**src/rtl/ttl_decode_glue_pkg.sv**
```systemverilog
// Shared constants for the instruction-decode TTL glue block.
// Idle levels and mux select encodings used by the RTL and any consumers.
package ttl_decode_glue_pkg;

    localparam logic [7:0]  DEC_IDLE  = 8'hFF;
    localparam logic [31:0] BUS_IDLE  = 32'h0;
    localparam logic        MUX_SEL_A = 1'b0;
    localparam logic        MUX_SEL_B = 1'b1;

endpackage

```
**src/rtl/ttl_decode_glue_dec3to8.sv**
```systemverilog
// 74x138-equivalent 3-to-8 decoder with one active-high and two active-low enables.
// Outputs are active-low; all outputs idle high when any enable is inactive.
module ttl_dec3to8
    import ttl_decode_glue_pkg::*;
(
    input  logic [2:0] sel,
    input  logic       g1,
    input  logic       g2a_n,
    input  logic       g2b_n,
    output logic [7:0] y_n
);

    // NOTE: default assigned first so every path drives y_n and no latch is inferred.
    always_comb begin
        y_n = DEC_IDLE;
        if (g1 && !g2a_n && !g2b_n) begin
            y_n[sel] = 1'b0;
        end
    end

endmodule

```
**src/rtl/ttl_decode_glue.sv**
```systemverilog
// Decode-stage glue: 3-to-8 decoder, one-hot bus selector and 2:1 mux, each
// with a combinational output and an enabled pipeline-boundary register copy.
module ttl_decode_glue
    import ttl_decode_glue_pkg::*;
#(
    parameter int N_SRC = 3
) (
    input  logic                  clk,
    input  logic                  rst,
    input  logic [2:0]            dec_sel,
    input  logic                  dec_g1,
    input  logic                  dec_g2a_n,
    input  logic                  dec_g2b_n,
    output logic [7:0]            dec_y_n,
    input  logic [N_SRC-1:0]      bus_oe_n,
    input  logic [32*N_SRC-1:0]   bus_src,
    output logic [31:0]           bus_out,
    output logic                  bus_conflict,
    input  logic [31:0]           mux_a,
    input  logic [31:0]           mux_b,
    input  logic                  mux_s,
    output logic [31:0]           mux_out,
    input  logic                  reg_en_n,
    output logic [7:0]            dec_y_n_q,
    output logic [31:0]           bus_q,
    output logic [31:0]           mux_q
);

    logic [N_SRC-1:0] oe_act;

    ttl_dec3to8 u_dec (
        .sel   (dec_sel),
        .g1    (dec_g1),
        .g2a_n (dec_g2a_n),
        .g2b_n (dec_g2b_n),
        .y_n   (dec_y_n)
    );

    assign oe_act = ~bus_oe_n;

    // Scan from the top down so the lowest enabled index is the last write and wins.
    always_comb begin
        bus_out = BUS_IDLE;
        for (int i = N_SRC - 1; i >= 0; i--) begin
            if (oe_act[i]) begin
                bus_out = bus_src[32*i +: 32];
            end
        end
    end

    // Clearing the lowest set bit leaves something only if two or more were set.
    assign bus_conflict = |(oe_act & (oe_act - N_SRC'(1)));

    assign mux_out = (mux_s == MUX_SEL_A) ? mux_a : mux_b;

    // NOTE: sequential state uses non-blocking assignments so all three copies update together.
    always_ff @(posedge clk or posedge rst) begin
        if (rst) begin
            dec_y_n_q <= DEC_IDLE;
            bus_q     <= BUS_IDLE;
            mux_q     <= '0;
        end else if (!reg_en_n) begin
            dec_y_n_q <= dec_y_n;
            bus_q     <= bus_out;
            mux_q     <= mux_out;
        end
    end

endmodule

```
**config.mk**
```make
export PLATFORM = sky130hd
export DESIGN_NAME = ttl_decode_glue
export DESIGN_NICKNAME = d
export VERILOG_FILES = /design/src/rtl/ttl_decode_glue_pkg.sv /design/src/rtl/ttl_decode_glue_dec3to8.sv /design/src/rtl/ttl_decode_glue.sv
export SDC_FILE = /design/constraint.sdc
export NUM_CORES = 1
export LEC_CHECK = 0
export ABC_AREA = 1
export CAP_MARGIN = 20
export CORE_MARGIN = 10
export CORE_UTILIZATION = 35
export DETAILED_ROUTE_END_ITERATION = 10
export PLACE_DENSITY = 0.88
export SLEW_MARGIN = 20
export SYNTH_ARGS = -nofsm -noshare
export SYNTH_HDL_FRONTEND = slang
export SYNTH_SLANG_ARGS = --single-unit
```
**constraint.sdc**
```tcl
create_clock -name clk -period 3.23 [get_ports clk]
set_clock_uncertainty 0.1 [all_clocks]
set_input_delay 0.969 -clock clk [delete_from_list [all_inputs] [get_ports clk]]
set_output_delay 0.969 -clock clk [all_outputs]
set_load 0.05 [all_outputs]
```
[Yosys cells after proc, flatten, opt, wreduce, memory -nomap -nowiden]
Index checks and enable logic that the tools add are counted.
Cells by class
  add/sub/neg operators: 1
  magnitude comparators: 2
  muxes and demuxes: 7
  bitwise operators: 3
  reductions and logical operators: 6
Operator list (number)
  $mux W32: 4
  $mux W8: 1
  $not A8 Y8: 1
  $lt A3 B4 Y1 const B: 1
  $and A3 B3 Y3: 1
  $demux W1 S3: 1
  $ge A3 B1 Y1 const B: 1
  $logic_and A1 B1 Y1: 3
  $not A3 Y3: 1
  $reduce_or A3 Y1: 1
  $sub A3 B1 Y3 const B: 1
  $logic_not A1 Y1: 2
  $mux W1: 1
Storage, ports and cells
  register bits: 72
  output and inout bits: 145

[Logic depth before layout (Yosys ltp)]
Gate-level depths: netlist of run 1.
  word-level depth: 6
  mapped depth: 7

[Hierarchy]
Synthesis of run 1 repeated with hierarchy kept, for this count alone.
Second synthesis, totals
  cell total of the unflattened synthesis: 616
  area total of the unflattened synthesis: 4381.7 um2
By module, submodules not included
  ttl_decode_glue: times used 1, cells an instance 590, area an instance 4276.6 um2, seq. area each 1811.7 um2
  ttl_dec3to8: times used 1, cells an instance 26, area an instance 105.1 um2, seq. area each 0.0 um2

[Worst setup path after synthesis of run 1]
Ideal clock, no wire load.
  path kind: input -> output
  start point: in bus_oe_n[1]
  end point: out bus_conflict
  arrival time: 2.000 ns
  slack: 0.161 ns
  cell stages on the path: 3
  buffers on the path: 2
  cells stage by stage: buf_4 buf_2 o21ai_1
On the way
  cells in the longest elaborated chain, start to end: 4
Ends and longest elaborated chain
  from (decl): line ttl_decode_glue.sv:15  | input logic [N_SRC-1:0] bus_oe_n,
  $not A3 Y3 (*): line ttl_decode_glue.sv:39  | assign oe_act = ~bus_oe_n;
  $sub A3 B1 Y3: line ttl_decode_glue.sv:52  | assign bus_conflict = |(oe_act & (oe_act - N_SRC'(1)));
  $and A3 B3 Y3 (*): line ttl_decode_glue.sv:52
  $reduce_or A3 Y1 (*): line ttl_decode_glue.sv:52
  to (decl): line ttl_decode_glue.sv:18  | output logic bus_conflict,
Every way passes the cells marked *; elsewhere a longest branch is shown, timed or not.

[Worst setup path after layout of run 1]
  start point: in bus_oe_n[1]
  end point: out bus_out[12]
On the way
  cells in the longest elaborated chain, start to end: 3
Ends and longest elaborated chain
  $not A3 Y3: line ttl_decode_glue.sv:39
  $mux W32 (2 in a row): line ttl_decode_glue.sv:45  | if (oe_act[i]) begin
  to (decl): line ttl_decode_glue.sv:17  | output logic [31:0] bus_out,
Every way passes these cells.

==> results.md, run 1 <==
- The run finished with clean final reports.
- The layout net count is 1113.
- Counting instances in the post-synthesis netlist gives the leading cell types as sky130_fd_sc_hd__nand2_1 (261), sky130_fd_sc_hd__nand3_1 (97), sky130_fd_sc_hd__dfrtp_1 (64).
- The number of hold buffers added after cts is 0.
- The clock net in this run drives a total of 72 sinks.
- The die extent in x is between 100 and 150 um.
- The via count of the first global-routing pass came to about 5600.
- Yosys mapped a number of flops with a built-in enable equal to 0.
- The critical path's top delay family is buffers and inverters.
- The pin count of the biggest net entering global routing is 73.
- Static timing analysis puts the maximum clock frequency at approximately 320 MHz.
- The async set or reset register ratio after synthesis is 100%.
- Leaving out filler cells and counting taps, the final layout contains 1113.
- Setup violations remaining at the end of the flow were counted as 0.
- The average via count per standard cell is about 4.8.
- Global routing used a little under a quarter of the available tracks.
- The number of nets handed over by synthesis was 789.
- The worst min-delay path category is reg2reg.
- The critical-path maximum fanout is 15.
- In the routed design, unresolved DRC markers number 0.
- The library cell with the largest summed area after synthesis is sky130_fd_sc_hd__dfrtp_1.
- The first-pass GRT wire length is 31.8 mm.
- The number of buffers on the longest clock path is 2.
- The detailed router finished its first iteration with 303 violations.
- At the end of routability-driven placement, the weighted congestion stood at 0.878.
- The mapped netlist covers 0.00440 mm2.
- The multi-input combinational cells in the finished layout cover a total of between 0.002 and 0.0025 mm2.
- The antenna diode instance count is 0.
- The power per standard cell area is 422 mW/mm2.
- The TritonCTS clock tree is yes.
- The number of instances in the synthesized netlist is 616.
- The die height is between 100 and 150 um.
- Port buffering added 317 buffers.
- The area taken by flip-flops and latches is 0.00181 mm2.
- The detailed router placed ~5300 vias in this run.
- TritonCTS created 9 clock buffers.
- At the later pin of the worst-skew pair, clock insertion delay measures 320 ps.
- The floorplan step defined a core boundary enclosing around 0.012 mm2.
- around 320 I/O pins were placed.
- The final count of pins violating max slew is 0.
- The initial core utilization is 36.2%.
- The wire length per cell after detailed routing is 18.4 um.
- The category of the most critical setup path is in2out.
- The HPWL after detailed placement is 16.4 mm.
- The worst setup timing slack at the placement stage is -180 ps.
- For the finished layout, the period the worst path requires is 3170 ps.
- The worst path uses 98.2% of the clock period.
- The fraction of the yosys area taken by sequential cells is 41.2%.
- Setup repair after global routing left no endpoint under its margin.
- Summed over all layers, the global routing overflow is 0.
- The kind of start point of the critical path is an input port.
- The total buffers and inverters traversed by the critical path is 4.
- The detailed-route wire length is 20.5 mm.
- The reported max-cap violation count is 0.
- The average cell area after synthesis is 7.15 um2.
- The initial antenna violation count was 0.
- The number of placed instances, taps included, is roughly 1100.
- Of the cells placed in the final design, the portion with a size suffix greater than 1 is between 10% and 20%.
- The count of filler cells inserted in the layout is 889.
- The slowest library cell on the worst path is sky130_fd_sc_hd__dlygate4sd2_1.
- The hold violation count in the final report is 0.
- The largest single stage delay on the critical path is 300 ps.
- The worst setup path is captured at an output pin.
- In this run the tightest slew margin relative to its limit is 48.2%.
- The transition time of the tightest slew-check pin is 777 ps.
- The die covers 0.0175 mm2.
- Cells fill between 70% and 80% of the core in the end.
- In this run, distinct cell masters in the synthesized netlist total 18.
- At the worst endpoint, the required time is approximately 2200 ps.
- The number of detailed-route iterations in the first pass is 5.
- The arrival time reported for the critical path endpoint is 2100 ps.
- The leakage component of the power is ~4.2 nW.
- Setup slack closes at 56.6 ps.
- After synthesis the netlist holds a flip-flop and latch count of 72.
- The cell sitting at the root of the clock tree is a sky130_fd_sc_hd__clkbuf_16.
- Across the VDD grid, the largest voltage drop is 237 uV.
- By area the synthesized netlist is led by sky130_fd_sc_hd__dfrtp_1 (36%), sky130_fd_sc_hd__nand2_1 (22%), sky130_fd_sc_hd__nand3_1 (11%), sky130_fd_sc_hd__o21ai_2 (6.4%), sky130_fd_sc_hd__dfstp_2 (4.8%).
- The most repeated cell in the gate-level netlist after synthesis is sky130_fd_sc_hd__nand2_1.
- The signal on the critical path passes through dlygate4sd2_1, inv_2, buf_6, nand2_1, nand3_1, and2_1, buf_12.
- The predominant post-synthesis flop cell is sky130_fd_sc_hd__dfrtp_1.
- During synthesis, Yosys emitted a total of 0 warnings.
- The count of nets left with antenna violations once routing finished came out at 0.
- The area share of the leading cell type in the synthesized netlist is a little over a third.
- From synthesis to final layout, the design area changed by 101%.
- Row generation in the floorplan step produced 40 rows.
- The H-tree was split into 3 levels.
- Clock-pin slew was measured on the worst setup and hold paths at 60 ps.
## layout by cell type (no fill, tap or decap), types with 9 or more instances in the layout
master	n
sky130_fd_sc_hd__clkdlybuf4s50_1	238
sky130_fd_sc_hd__nand2_1	261
sky130_fd_sc_hd__and2_1	22
sky130_fd_sc_hd__clkbuf_16	9
sky130_fd_sc_hd__and2_4	10
sky130_fd_sc_hd__inv_1	36
sky130_fd_sc_hd__nand3_1	96
sky130_fd_sc_hd__or2_0	10
sky130_fd_sc_hd__buf_6	13
sky130_fd_sc_hd__or2_1	21
sky130_fd_sc_hd__buf_12	66
sky130_fd_sc_hd__buf_4	27
sky130_fd_sc_hd__o21ai_2	32
sky130_fd_sc_hd__dfrtp_1	64
## report_power, final
part	internal, mW	switching, mW	leakage (nW)
Combinational	0.725	0.999	3.19
Clock	0.580	0.374	0.145
Sequential	1.00	0.0517	0.870
## cells by family (layout without fill, tap and decap cells)
group | Yosys count | after routing | synth area share, %
AO/OA/AOI/OAI | 34 | 34 | 6.59
buffers and inverters | 80 | 409 | 9.12
flip-flops | 72 | 72 | 41.2
AND/OR/NAND/NOR | 430 | 430 | 43.1
## per-layer routing
layer	vias to the layer above	wire length [um]	track usage (%)
li1	2575	-	-
met1	2439	7670	23.9
met2	259	10100	39.5
met3	35	2190	9.72
met4	0	523	7.42
met5	-	0	0
## worst paths after layout
| path | start | endpoint | cells past startpoint | slack [ps] |
|---|---|---|---|---|
| worst max-delay path | bus_oe_n[1] | bus_out[12] | 7 | 60 |
| worst min-delay path | dec_y_n_q[0] | dec_y_n_q[0] | 2 | 370 |
| worst max register to register | dec_y_n_q[4] | dec_y_n_q[4] | 2 | 2370 |
| worst min register to register | dec_y_n_q[0] | dec_y_n_q[0] | 2 | 370 |
| max in group asynchronous | rst | dec_y_n_q[4] | 3 | 1730 |
| min in group asynchronous | rst | mux_q[8] | 3 | 940 |
## registers in the layout, summed over array words and instances (netlist names)
| signal | flops |
|---|---|
| bus_q | 32 |
| dec_y_n_q | 8 |
| mux_q | 32 |
## cell type report
type | instances | area share [%]
Clock buffer | 13 | 3.06
Clock inverter | 3 | 0.170
Inverter | 41 | 1.78
Multi-Input combinational cell | 464 | 25.1
Sequential cell | 72 | 20.5
Tap cell | 168 | 2.38
Timing Repair Buffer | 352 | 47.0
## through the flow
| stage | power [mW] | area (um2) | setup TNS, ps | hold WS (ps) |
|---|---|---|---|---|
| 2_1_floorplan | 1.96 | 4400 | 0 | 482 |
| 3_3_place_gp | 2.74 | 8360 | -2640 | 356 |
| 3_5_place_dp | 2.77 | 8360 | -4650 | 360 |
| 4_1_cts | 3.76 | 8820 | 0 | 370 |
| 5_1_grt | 3.88 | 8840 | 0 | 388 |
| 6_report | 3.73 | 8840 | 0 | 367 |
## tightest hold or removal path, cell delays in order (launching register included)
cell and delay, ps:
sky130_fd_sc_hd__dfstp_2 360, sky130_fd_sc_hd__nand2_1 50, sky130_fd_sc_hd__nand2_1 50
## repair_timing
item,in CTS,in global routing
endpoints found under the setup margin,33,11
gates cloned,2,0
gates resized for setup,25,5
setup buffers,3,1
(Power assumes the default switching activity.)
==> inputs of run 2 (changes only) <==
Settings changed: MAX_ROUTING_LAYER set to met4.
==> results.md, run 2 (synthesis gave the netlist of run 1 again) <==
- The remaining max-slew budget at the tightest pin was 47.9% (was 48.2%).
- The share of cells above drive strength 1 came to 19.5% (unchanged).
- The beginning of the worst hold path is dec_y_n_q[0] (unchanged).
- The floorplan core area was 0.0122 mm2 (unchanged).
- Largest registers: bus_q (32), mux_q (32), dec_y_n_q (8) (unchanged).
- The final antenna-violating net count is 0 (unchanged).
- The half-perimeter wire length after detailed placement is 16.4 mm (unchanged).
- The number of placed I/O pins was 318 (unchanged).
- The transition time of the tightest slew-check pin is 781 ps (was 777 ps).
- The global-route total usage across every layer is 23.3% (was 22.6%).
- The number of stages on the worst setup path is 7 (unchanged).
- The pin count of the biggest net entering global routing is 73 (unchanged).
- The via count of the first global-routing pass is 5613 (was 5578).
- The kind of start point of the critical path was an input port (unchanged).
- The final count of pins violating max slew is 0 (unchanged).
- Cell-by-cell trace of the critical path: dlygate4sd2_1, inv_4, bufbuf_16, nand3_1, nand3_1, and2_1, buf_12 (was dlygate4sd2_1, inv_2, buf_6, nand2_1, nand3_1, and2_1, buf_12).
- The critical path endpoint category is an output pin (unchanged).
- The TritonCTS clock tree is yes (unchanged).
- The first-pass GRT wire length was 31.6 mm (was 31.8 mm).
- The initial core utilization is 36.2% (unchanged).
- The die height is 132 um (unchanged).
- The depth of the worst register-to-register path is 2 (unchanged).
- The arrival time reported for the critical path endpoint is 2100 ps (about the same).
- The clock buffer count from CTS is 9 (unchanged).
- The least setup slack across all paths after layout is 56.1 ps (was 56.6 ps).
- The total of endpoints with negative setup slack in the final report is 0 (unchanged).
- The wire length per cell after detailed routing is 18.5 um (was 18.4 um).
- The critical path's top delay family is buffers and inverters (unchanged).
- The fraction of power consumed by the clock network is 25.4% (was 25.6%).
- The cell area after placement was 0.00836 mm2 (unchanged).
- The clock tree root driver cell is sky130_fd_sc_hd__clkbuf_16 (unchanged).
- The reported max-cap violation count is 0 (unchanged).
- The count of cells along the worst hold path is 2 (unchanged).
- The capture point of the worst reg-to-reg path is dec_y_n_q[4] (unchanged).
- The combinational fraction of design power is 46.3% (was 46.2%).
- The total buffers and inverters traversed by the critical path came to 4 (unchanged).
- The total global routing overflow is 0 (unchanged).
- The cell occurring most often along the worst timing path is sky130_fd_sc_hd__nand3_1.
- The total power was 3.73 mW (about the same).
- Commonest cells after routing, fill and taps aside: sky130_fd_sc_hd__nand2_1 (261), sky130_fd_sc_hd__clkdlybuf4s50_1 (238), sky130_fd_sc_hd__nand3_1 (96), sky130_fd_sc_hd__buf_12 (66), sky130_fd_sc_hd__dfrtp_1 (64) (unchanged).
- The number of detailed-route iterations in the first pass is 4 (was 5).
- The reg-to-reg critical path startpoint is dec_y_n_q[4] (unchanged).
- The number of rows created at floorplan was 40 (unchanged).
- The endpoint required time on the critical path is 2160 ps (about the same).
- The number of input and output port buffers inserted is 317 (unchanged).
- The routability-driven placement congestion ratio is 0.892 (was 0.878).
- The area enclosed by the die boundary is 0.0175 mm2 (unchanged).
- The critical-path maximum fanout is 7 (was 15).
- The number of vias in the routed layout was 5306 (was 5308).
- The maximum cell stage delay along the critical path is 270 ps (was 300 ps).
- The detailed-route wire length came to 20.5 mm (about the same).
- The detailed-route DRC error count is 0 (unchanged).
- The initial antenna violation count is 0 (unchanged).
- The net switching power is 1.42 mW (about the same).
- The fmax is 315 MHz (about the same).
- The category of the most critical setup path is in2out (unchanged).
- The worst min-delay path category is reg2reg (unchanged).
- The H-tree level count is 3 (unchanged).
- The average via count per standard cell is 4.77 (about the same).
- The share of the clock period used by the worst path is 98.3% (was 98.2%).
- The antenna diode instance count was 0 (unchanged).
- The internal power consumption is 2.31 mW (about the same).
- The clock slew seen by the registers of the worst setup and hold paths came to 60 ps (about the same).
- The layout net count came to 1113 (unchanged).
- The power per standard cell area is 421 mW/mm2 (was 422 mW/mm2).
- The worst voltage drop across the vdd grid is 239 uV (was 237 uV).
- The internal reg-to-reg setup slack was 2380 ps (was 2370 ps).
- The hold violation count in the final report is 0 (unchanged).
- The iteration-0 DRC count of the detailed router is 329 (was 303).
- The slowest library cell on the worst path is sky130_fd_sc_hd__bufbuf_16 (was sky130_fd_sc_hd__dlygate4sd2_1).
- The number of buffers on the longest clock path is 2 (unchanged).
- RSZ-0062 raised after global routing: false (unchanged).
- The most common cell after layout, fill and taps aside is sky130_fd_sc_hd__nand2_1 (unchanged).
- The hold path endpoint is dec_y_n_q[0] (unchanged).
- The final design utilization is 72.7% (unchanged).
- The leakage component of the power is 4.20 nW (unchanged).
- The minimum hold slack is 367 ps (about the same).
- The die extent in x was 132 um (unchanged).
- The sequential power share is 28.3% (was 28.2%).
- Result of the run: finished clean (unchanged).
- The switching part of the total was 38.1% (was 38.2%).
- The sink count of the clock tree came to 72 (unchanged).
- The synthesis-to-finish area growth came to 101% (unchanged).
- The worst setup timing slack at the placement stage is -180 ps (unchanged).
- The worst-skew pair later-pin latency is 320 ps (about the same).
- The post-layout instance area is 0.00884 mm2 (unchanged).
- The final critical-path required period was 3170 ps (about the same).
run 2: power groups by stage:
stage	Clock [mW]	Combinational, mW	Sequential [mW]
4_1_cts	0.969	1.74	1.05
3_3_place_gp	0	1.68	1.06
3_5_place_dp	0	1.70	1.07
5_1_grt	1.00	1.81	1.06
2_1_floorplan	0	0.556	1.40
6_report	0.947	1.73	1.05
run 2: metal layers:
layer  track usage (%)  vias to the layer above  share of wire, %
met5                 -                        -                 0
met4              7.42                        0               2.5
met3              8.27                       31               8.7
met2              39.7                      258                50
met1              24.6                     2443                39
li1                  -                     2574                 -
run 2: how the worst max path moves through the flow:
stage | to | slack (ps) | startpoint
4_1_cts | bus_out[18] | 60 | bus_oe_n[2]
3_5_place_dp | bus_out[22] | -180 | bus_oe_n[1]
5_1_grt | dec_y_n[7] | 0.2 | dec_g2b_n
3_3_place_gp | bus_out[15] | -110 | bus_oe_n[1]
2_1_floorplan | bus_conflict | 160 | bus_oe_n[1]
6_report | bus_out[18] | 60 | bus_oe_n[2]
run 2: worst register-to-register path: stages (launching register included):
cell and delay, ps:
sky130_fd_sc_hd__dfstp_2 530, sky130_fd_sc_hd__nand2_1 50, sky130_fd_sc_hd__nand2_1 110
run 2: per-stage QoR:
stage	TNS, ps	std cells
3_3_place_gp	-2640	1091
5_1_grt	0	1113
4_1_cts	0	1112
2_1_floorplan	0	616
6_report	0	1113
3_5_place_dp	-4650	1091
run 2: what timing repair did:
item / 4_1_cts / 5_1_grt
pin swaps: 0 / 0
endpoints found under the setup margin: 33 / 11
resized for setup: 25 / 5
cloned: 2 / 0
hold buffers: 0 / 0
buffers inserted: 3 / 1
run 2: layout make-up:
class	instances	area, um2
clock buffers	13	270
inverters	41	158
multi-input cells	464	2220
clock inverters	3	15.0
well taps	168	210
fillers	889	3320
repair buffers	352	4160
flip-flops and latches	72	1810
==> inputs of run 3 (changes only) <==
Settings changed: CORE_UTILIZATION 35 to 29, PLACE_DENSITY 0.88 to 0.76.
==> results.md, run 3 (synthesis gave the netlist of run 1 again) <==
- Result of the run: finished clean (unchanged).
- The share of the clock period used by the worst path is 97.1% (was 98.3%).
- The pin count of the biggest net entering global routing is 73 (unchanged).
- Cell-by-cell trace of the critical path: clkdlybuf4s50_1, nor2_1, nand2_1, inv_2, nand3_1, buf_12 (was dlygate4sd2_1, inv_4, bufbuf_16, nand3_1, nand3_1, and2_1, buf_12).
- The share of cells above drive strength 1 came to 19.4% (was 19.5%).
- The routability-driven placement congestion ratio is 0.871 (was 0.892).
- The die extent in x was 143 um (was 132 um).
- The floorplan core area was 0.0147 mm2 (was 0.0122 mm2).
- The cell total after placement was 1107 (was 1091).
- The least setup slack across all paths after layout came to 94.6 ps (was 56.1 ps).
- The first-pass GRT wire length came to 29.8 mm (was 31.6 mm).
- The reported max-cap violation count was 0 (unchanged).
- The critical-path maximum fanout was 7 (unchanged).
- The beginning of the worst hold path was dec_y_n_q[2] (was dec_y_n_q[0]).
- The clock buffer count from CTS is 9 (unchanged).
- The worst-skew pair later-pin latency is 330 ps (was 320 ps).
- The remaining max-slew budget at the tightest pin was 50.2% (was 47.9%).
- The slowest library cell on the worst path is sky130_fd_sc_hd__clkdlybuf4s50_1 (was sky130_fd_sc_hd__bufbuf_16).
- The iteration-0 DRC count of the detailed router came to 185 (was 329).
- The TritonCTS clock tree is yes (unchanged).
- The leakage component of the power came to 4.18 nW (was 4.20 nW).
- The hold path endpoint is dec_y_n_q[2] (was dec_y_n_q[0]).
- The depth of the worst register-to-register path came to 2 (unchanged).
- The number of vias in the routed layout is 5230 (was 5306).
- The clock slew seen by the registers of the worst setup and hold paths is 50 ps (was 60 ps).
- The maximum cell stage delay along the critical path came to 400 ps (was 270 ps).
- The kind of start point of the critical path was an input port (unchanged).
- The worst min-delay path category is reg2reg (unchanged).
- The initial antenna violation count is 2 (was 0).
- The hold violation count in the final report was 0 (unchanged).
- The area enclosed by the die boundary came to 0.0205 mm2 (was 0.0175 mm2).
- The category of the most critical setup path is in2out (unchanged).
- The critical path endpoint category was an output pin (unchanged).
- The wire length per cell after detailed routing is 17.7 um (was 18.5 um).
- The number of placed I/O pins is 318 (unchanged).
- The half-perimeter wire length after detailed placement is 16.3 mm (was 16.4 mm).
- The internal reg-to-reg setup slack was 2390 ps (was 2380 ps).
- The total of endpoints with negative setup slack in the final report is 0 (unchanged).
- The layout net count came to 1112 (was 1113).
- The synthesis-to-finish area growth came to 101% (about the same).
- The power per standard cell area is 439 mW/mm2 (was 421 mW/mm2).
- The total global routing overflow was 0 (unchanged).
- The minimum hold slack is 368 ps (was 367 ps).
- The number of cells in the finished layout apart from fillers is 1130 (was 1113).
- The capture point of the worst reg-to-reg path is dec_y_n_q[0] (was dec_y_n_q[4]).
- The detailed-route DRC error count was 0 (unchanged).
- The sink count of the clock tree is 72 (unchanged).
- The number of detailed-route iterations in the first pass is 4 (unchanged).
- The combinational fraction of design power is 43.8% (was 46.3%).
- RSZ-0062 raised after global routing: false (unchanged).
- The die height came to 143 um (was 132 um).
- The net switching power is 1.42 mW (about the same).
- The initial core utilization was 29.9% (was 36.2%).
- The endpoint required time on the critical path is 2160 ps (about the same).
- The number of rows created at floorplan is 44 (was 40).
- The transition time of the tightest slew-check pin is 747 ps (was 781 ps).
- The count of cells along the worst hold path is 2 (unchanged).
- The sequential power share is 27.1% (was 28.3%).
- The clock tree root driver cell is sky130_fd_sc_hd__clkbuf_16 (unchanged).
- The global-route total usage across every layer is 19.1% (was 23.3%).
- The average via count per standard cell is 4.63 (was 4.77).
- Commonest cells after routing, fill and taps aside: sky130_fd_sc_hd__nand2_1 (261), sky130_fd_sc_hd__clkdlybuf4s50_1 (239), sky130_fd_sc_hd__nand3_1 (94), sky130_fd_sc_hd__dfrtp_1 (64), sky130_fd_sc_hd__buf_12 (59) (was sky130_fd_sc_hd__nand2_1 (261), sky130_fd_sc_hd__clkdlybuf4s50_1 (238), sky130_fd_sc_hd__nand3_1 (96), sky130_fd_sc_hd__buf_12 (66), sky130_fd_sc_hd__dfrtp_1 (64)).
- The internal power consumption is 2.46 mW (was 2.31 mW).
- The via count of the first global-routing pass is 5359 (was 5613).
- The fmax came to 319 MHz (was 315 MHz).
- The most common cell after layout, fill and taps aside is sky130_fd_sc_hd__nand2_1 (unchanged).
- The final count of pins violating max slew is 0 (unchanged).
- The detailed-route wire length is 20.0 mm (was 20.5 mm).
- The number of input and output port buffers inserted is 317 (unchanged).
- The arrival time reported for the critical path endpoint came to 2070 ps (was 2100 ps).
- The worst setup timing slack at the placement stage is -146 ps (was -180 ps).
- The critical path's top delay family is buffers and inverters (unchanged).
- The fraction of power consumed by the clock network is 29.1% (was 25.4%).
- Largest registers: bus_q (32), mux_q (32), dec_y_n_q (8) (unchanged).
- The switching part of the total is 36.6% (was 38.1%).
- The total buffers and inverters traversed by the critical path is 3 (was 4).
- The worst voltage drop across the vdd grid is 225 uV (was 239 uV).
- The final antenna-violating net count was 0 (unchanged).
- The number of buffers on the longest clock path is 2 (unchanged).
- The H-tree level count is 3 (unchanged).
- The reg-to-reg critical path startpoint is dec_y_n_q[0] (was dec_y_n_q[4]).
- The final critical-path required period was 3140 ps (was 3170 ps).
-- run 3: cell count changes in the layout (fill, tap and decap cells not counted), moves of 2 or more --
cell,change
sky130_fd_sc_hd__nand3_1,-2
sky130_fd_sc_hd__nand3_2,+2
sky130_fd_sc_hd__bufinv_16,+3
sky130_fd_sc_hd__clkbuf_8,-3
sky130_fd_sc_hd__buf_12,-7
sky130_fd_sc_hd__buf_4,-2
sky130_fd_sc_hd__diode_2,+2
sky130_fd_sc_hd__buf_6,+9
-- run 3: worst max path at each step --
stage | cells past startpoint | start | to | slack [ps]
3_3_place_gp | 6 | bus_oe_n[1] | bus_out[20] | -90
6_report | 6 | dec_g2b_n | dec_y_n[7] | 90
2_1_floorplan | 3 | bus_oe_n[1] | bus_conflict | 160
5_1_grt | 6 | dec_g2b_n | dec_y_n[7] | 20
4_1_cts | 7 | bus_oe_n[2] | bus_out[16] | 0.1
3_5_place_dp | 6 | bus_oe_n[1] | bus_out[22] | -150
-- run 3: worst register-to-register path, cell delays in order, from the launching register on --
cell                      delay (ps)
sky130_fd_sc_hd__dfstp_2         530
sky130_fd_sc_hd__nand2_1          50
sky130_fd_sc_hd__nand2_1         100
-- run 3: power groups by stage --
stage	sequential (mW)	combinational [mW]	clock [mW]
after floorplan	1.40	0.556	0
after global placement	1.06	1.67	0
after detailed placement	1.07	1.67	0
after CTS	1.05	1.69	1.15
after global routing	1.06	1.79	1.20
final	1.05	1.70	1.13
-- run 3: metal layers --
metal  global-route usage (%)  wire length [um]
met5                        -                 0
met4                     6.08               461
met3                     10.3              2680
met2                     30.3              9280
met1                     20.2              7610
-- run 3: cell type report --
cell class	instances	area, um2
multi-input cells	464	2230
well taps	184	230
clock inverters	6	108
clock buffers	10	229
repair buffers	351	4070
flip-flops and latches	72	1810
diodes	2	5.00
inverters	41	160
fillers	1299	5860
-- run 3: per-stage QoR --
step                      cell area (um2)  utilization [%]  total power, mW  setup TNS [ps]
after global routing                 8840             60.1             4.06               0
after CTS                            8700             59.2             3.89               0
after detailed placement             8320             56.6             2.74           -2950
final                                8840             60.1             3.88               0
after global placement               8320             56.6             2.73           -2380
after floorplan                      4400                -             1.96               0
-- run 3: repair_timing --
action                                  CTS  global route
buffers inserted                          2             0
resized for setup                        12            27
hold buffers                              0             0
gates cloned                              0             3
endpoints found under the setup margin   32            31
